**config.mk**
```make
export PLATFORM = sky130hd
export DESIGN_NAME = intl_fault_latch
export DESIGN_NICKNAME = d
export VERILOG_FILES = /design/src/rtl/intl_fault_latch.sv
export SDC_FILE = /design/constraint.sdc
export NUM_CORES = 1
export LEC_CHECK = 0
export BUFFER_PORTS_ARGS = -buffer_cell sky130_fd_sc_hd__buf_2
export CAP_MARGIN = 10
export CORE_ASPECT_RATIO = 0.8
export CORE_MARGIN = 2
export CORE_UTILIZATION = 45
export DETAILED_ROUTE_END_ITERATION = 10
export PLACE_DENSITY_LB_ADDON = 0.15
export SLEW_MARGIN = 20
export SYNTH_ARGS = -nofsm -noshare
export SYNTH_HDL_FRONTEND = slang
export SYNTH_SLANG_ARGS = --single-unit
```
**constraint.sdc**
```tcl
create_clock -name i_clk -period 9.1 [get_ports i_clk]
set_input_delay 0.455 -clock i_clk [delete_from_list [all_inputs] [get_ports i_clk]]
set_output_delay 0.455 -clock i_clk [all_outputs]
set_load 0.02 [all_outputs]
```
**src/rtl/intl_fault_latch.sv**
```systemverilog
// Interlock fault collector: debounces raw detector flags, latches qualified faults with a
// first-fault record and timestamp, and sequences a clear pulse back to the detectors.
module intl_fault_latch #(
  parameter int unsigned N_SRC  = 8,
  parameter int unsigned DBNC_W = 16
) (
  input  logic              i_clk,
  input  logic              i_rst,
  input  logic [N_SRC-1:0]  i_flag,
  input  logic [N_SRC-1:0]  i_mask,
  input  logic [DBNC_W-1:0] i_debounce,
  input  logic              i_clr,
  output logic              o_src_clr,
  output logic              o_intl,
  output logic [N_SRC-1:0]  o_fault_latch,
  output logic [N_SRC-1:0]  o_first_fault,
  output logic [31:0]       o_first_ts,
  output logic [15:0]       o_event_cnt,
  output logic [1:0]        o_state
);

  typedef enum logic [1:0] {
    StIdle   = 2'd0,
    StFault  = 2'd1,
    StClear  = 2'd2,
    StSettle = 2'd3
  } state_e;

  localparam logic [DBNC_W-1:0] CntOne = DBNC_W'(1);

  state_e            state_q;
  logic              settle_q;
  logic [31:0]       ts_q;
  logic [DBNC_W-1:0] cnt_q [N_SRC];
  logic [DBNC_W-1:0] cnt_d [N_SRC];
  logic [N_SRC-1:0]  act;
  logic [N_SRC-1:0]  qual;
  logic [N_SRC-1:0]  latch_q;
  logic [N_SRC-1:0]  first_q;
  logic [31:0]       first_ts_q;
  logic [15:0]       event_cnt_q;
  logic              src_clr_q;
  logic              intl_q;

  assign act = i_flag & ~i_mask;

  // Counters are forced to zero during SETTLE so detector clear latency cannot re-qualify.
  always_comb begin
    for (int unsigned i = 0; i < N_SRC; i++) begin
      qual[i] = act[i] & (cnt_q[i] >= i_debounce);
      if ((state_q == StSettle) || !act[i]) begin
        cnt_d[i] = '0;
      end else if (&cnt_q[i]) begin
        cnt_d[i] = cnt_q[i];
      end else begin
        cnt_d[i] = cnt_q[i] + CntOne;
      end
    end
  end

  always_ff @(posedge i_clk or negedge i_rst) begin
    if (!i_rst) begin
      for (int unsigned i = 0; i < N_SRC; i++) begin
        cnt_q[i] <= '0;
      end
    end else begin
      for (int unsigned i = 0; i < N_SRC; i++) begin
        cnt_q[i] <= cnt_d[i];
      end
    end
  end

  always_ff @(posedge i_clk or negedge i_rst) begin
    if (!i_rst) begin
      state_q     <= StIdle;
      settle_q    <= 1'b0;
      ts_q        <= '0;
      latch_q     <= '0;
      first_q     <= '0;
      first_ts_q  <= '0;
      event_cnt_q <= '0;
      src_clr_q   <= 1'b0;
      intl_q      <= 1'b0;
    end else begin
      ts_q      <= ts_q + 32'd1;
      src_clr_q <= 1'b0;
      unique case (state_q)
        StIdle: begin
          if (|qual) begin
            state_q    <= StFault;
            latch_q    <= qual;
            first_q    <= qual;
            first_ts_q <= ts_q;
            intl_q     <= 1'b1;
            if (event_cnt_q != 16'hFFFF) begin
              event_cnt_q <= event_cnt_q + 16'd1;
            end
          end
        end
        StFault: begin
          // A clear request takes priority over any fault qualifying in the same cycle.
          if (i_clr) begin
            state_q   <= StClear;
            src_clr_q <= 1'b1;
          end else begin
            latch_q <= latch_q | qual;
          end
        end
        StClear: begin
          state_q    <= StSettle;
          settle_q   <= 1'b0;
          latch_q    <= '0;
          first_q    <= '0;
          first_ts_q <= '0;
          intl_q     <= 1'b0;
        end
        StSettle: begin
          settle_q <= 1'b1;
          if (settle_q) begin
            state_q <= StIdle;
          end
        end
        default: state_q <= StIdle;
      endcase
    end
  end

  assign o_src_clr     = src_clr_q;
  assign o_intl        = intl_q;
  assign o_fault_latch = latch_q;
  assign o_first_fault = first_q;
  assign o_first_ts    = first_ts_q;
  assign o_event_cnt   = event_cnt_q;
  assign o_state       = state_q;

endmodule

```
==> flow_summary.yaml <==
run_status:
  failed_checks: "hold timing"
  run_status: "finished, violations left"
sta:
  timing.slew.headroom: 0.271
  worst_slack_ps: 5100
  timing.final.crit_period_ps: 4000
  worst_slew_pin_slew_ps: 1090
  final.setup_skew_ps: 13.7
  fin_crit_sh: 0.440
  finalMaxSlewViolations: 0
  final_hold_viols: 21
  rsz_0062_raised_after_global_routing: "no"
  max_clock_freq_mhz: 250
  hold-worst-slack_ps: -84.5
  timing.final.setup_violations: 0
  setup_tns_ps: 0
yosys:
  synth_flop_cell: "sky130_fd_sc_hd__dfrtp_1"
  synth.avg_cell_area_um2: 9.93
  mappedNetlistArea_um2: 13300
  synth_seq_area_share: 0.432
  synthDistinctLibCells: 62
  number_of_enable_flip_flop_cells_after_synthesis: 0
  synthArstFlopShare: 1.00
  yosys_warnings: 0
  synth_seq_cells: 229
  netlist_instances: 1337
  syn_nets: 1514
critical_path:
  critical_path_required_ps: 9570
  cp_data_arrival_time_ps: 4470
  criticalPathCategory: "reg2reg"
  worst_r2r_path_depth: 10
  crit-reg2reg-capture: "o_first_ts[9]"
  reg2reg_slack_ps: 5100
  endpoint_of_the_worst_setup_timing_path: "o_first_ts[9]"
  cp-end-kind: "flip-flop"
  worst_setup_path_start_kind: "flip-flop"
  critical_path.startpoint: "cnt_q[32]"
  critPathMaxFanout: 32
  worstReg2RegStart: "cnt_q[32]"
floorplan:
  core_region_area_um2: 29100
  floorplan.io_pins: 103
  floorplan.initialDensity: 0.455
  rows: 56
  die_area_um2: 30900
  die_height_um: 158
  die_extent_in_x_um: 196
clocking:
  cts_tree: "built"
  cts.root.buffer_cell: "sky130_fd_sc_hd__clkbuf_16"
  clock-sinks: 229
  clk-insertion-delay-late_ps: 540
  path_clk_slew_ps: 60
  clock_tree.htree_level_count: 1
  cts_made_buffers: 26
  cts_max_path_buffers: 3
  post-cts-setup-buffer-count: 0
  cts_resized: 0
  holdBufCountCts: 0
grt:
  grt.met3_usage: 0.0307
  grt_util_met2: 0.311
  top_usage_layer: "met1"
  grt.overflow.total: 0
  grt_use_met1: 0.329
  grt_antenna_before_repair: 0
  track_usage: 0.212
  grt_pass1_vias: 9607
  pin_count_of_the_biggest_net_entering_global_routing: 108
  grt_pass1_wl_um: 52100
final_layout:
  antenna_cells_inserted: 0
  fill_cells: 2665
  layout_common_cells: "sky130_fd_sc_hd__dfrtp_1 (229), sky130_fd_sc_hd__nor2_1 (162), sky130_fd_sc_hd__ha_1 (142), sky130_fd_sc_hd__buf_2 (101), sky130_fd_sc_hd__nand2_1 (94)"
  fin_util: 0.516
  syn_to_final_growth_pct: 13.3
  layout_commonest_cell: "sky130_fd_sc_hd__dfrtp_1"
  layout-drive-gt1-share: 0.112
  finalNonFillerCells: 1835
  fin_nets: 1618
route:
  detailroute.via_count: 10208
  totalWireLength_um: 32600
  first_iter_violations: 801
  antenna_left: 0
  avgRoutedWirePerCell_um: 17.8
  viasPerCell: 5.56
  pre_repair_dr_iteration_count: 5
  drc: 0
placed_design:
  dp.final_hpwl_um: 22500
  port_buffers: 102
  rd_place_congestion: 0.835
  placed_cells_incl_taps: 1790
  detailedPlace.worstSlack_ps: 4650
power_and_ir_drop:
  vdd_drop_max_mv: 0.115
  areal_power_density_over_the_cells_nw_per_um2: 168
  power_leakage_nw: 7.32
min_path:
  hold_path.class: "in2async"
run:
  max_cap_viol: 0
per-stage QoR:
stage                     power, mW  cell area, um^2  hold WS, ps
after floorplan                1.34            13300          159
after CTS                      2.56            15000         2.00
after global routing           2.65            15000         14.8
after detailed placement       1.48            14200          476
after global placement         1.47            14200          473
final                          2.53            15000        -84.5
power breakdown:
group	switching, mW	internal (mW)
Sequential	0.0218	1.04
Combinational	0.286	0.108
Clock	0.434	0.645
layer usage:
layer | vias up | share of wire
met2 | 223 | 0.41
met4 | 0 | 0.021
met1 | 4918 | 0.52
li1 | 5015 | -
met5 | - | 0
met3 | 52 | 0.044
cell usage after synthesis (all sizes together) (32+ instances only):
cell | count | area share
nor2 | 163 | 0.046
ha | 142 | 0.13
xor2 | 79 | 0.052
nand3 | 77 | 0.029
a22o | 32 | 0.021
nand4 | 53 | 0.025
nand2 | 94 | 0.027
inv | 41 | 0.012
xnor2 | 63 | 0.042
dfrtp | 229 | 0.43
a21oi | 61 | 0.023
o21ai | 35 | 0.013
cell type report:
type | instances | area, um^2 | share of cell area
clock inverters | 8 | 110 | 0.00732
flip-flops and latches | 229 | 5730 | 0.381
well taps | 377 | 472 | 0.0314
multi-input cells | 1037 | 7260 | 0.482
repair buffers | 106 | 551 | 0.0366
clock buffers | 37 | 772 | 0.0513
inverters | 41 | 154 | 0.0102
worst min path at each step:
stage	from	endpoint	slack, ps	cells after the start
final	i_rst	cnt_q[41]	-80	1
after detailed placement	ts_q[31]	ts_q[31]	480	1
after CTS	i_rst	cnt_q[41]	2	1
after global placement	ts_q[31]	ts_q[31]	470	1
after global routing	i_rst	cnt_q[41]	10	1
after floorplan	i_rst	cnt_q[0]	160	0
registers in the layout (all words and copies together) (netlist names):
name / cells
ts_q: 32
o_intl: 1
settle_q: 1
o_first_fault: 8
o_event_cnt: 16
o_state: 2
o_src_clr: 1
o_fault_latch: 8
o_first_ts: 32
cnt_q: 128
kinds of logic after synthesis:
group | share of synthesized area
and+or+nand+nor | 0.198
DFF | 0.432
AOI/OAI and AO/OA | 0.106
xor gates and xnor gates | 0.0937
adders and majority gates | 0.134
buffers and inverters | 0.0224
muxes | 0.0147
worst max-delay path: stages, from the launching register on:
cell	delay, ps
sky130_fd_sc_hd__dfrtp_1	400
sky130_fd_sc_hd__inv_1	60
sky130_fd_sc_hd__ha_1	260
sky130_fd_sc_hd__nand2b_4	140
sky130_fd_sc_hd__a2111oi_2	330
sky130_fd_sc_hd__and3b_1	220
sky130_fd_sc_hd__a211o_1	310
sky130_fd_sc_hd__a2111oi_4	380
sky130_fd_sc_hd__or4b_1	720
sky130_fd_sc_hd__mux2i_4	840
sky130_fd_sc_hd__a22o_1	250
(Power assumes the default switching activity.)
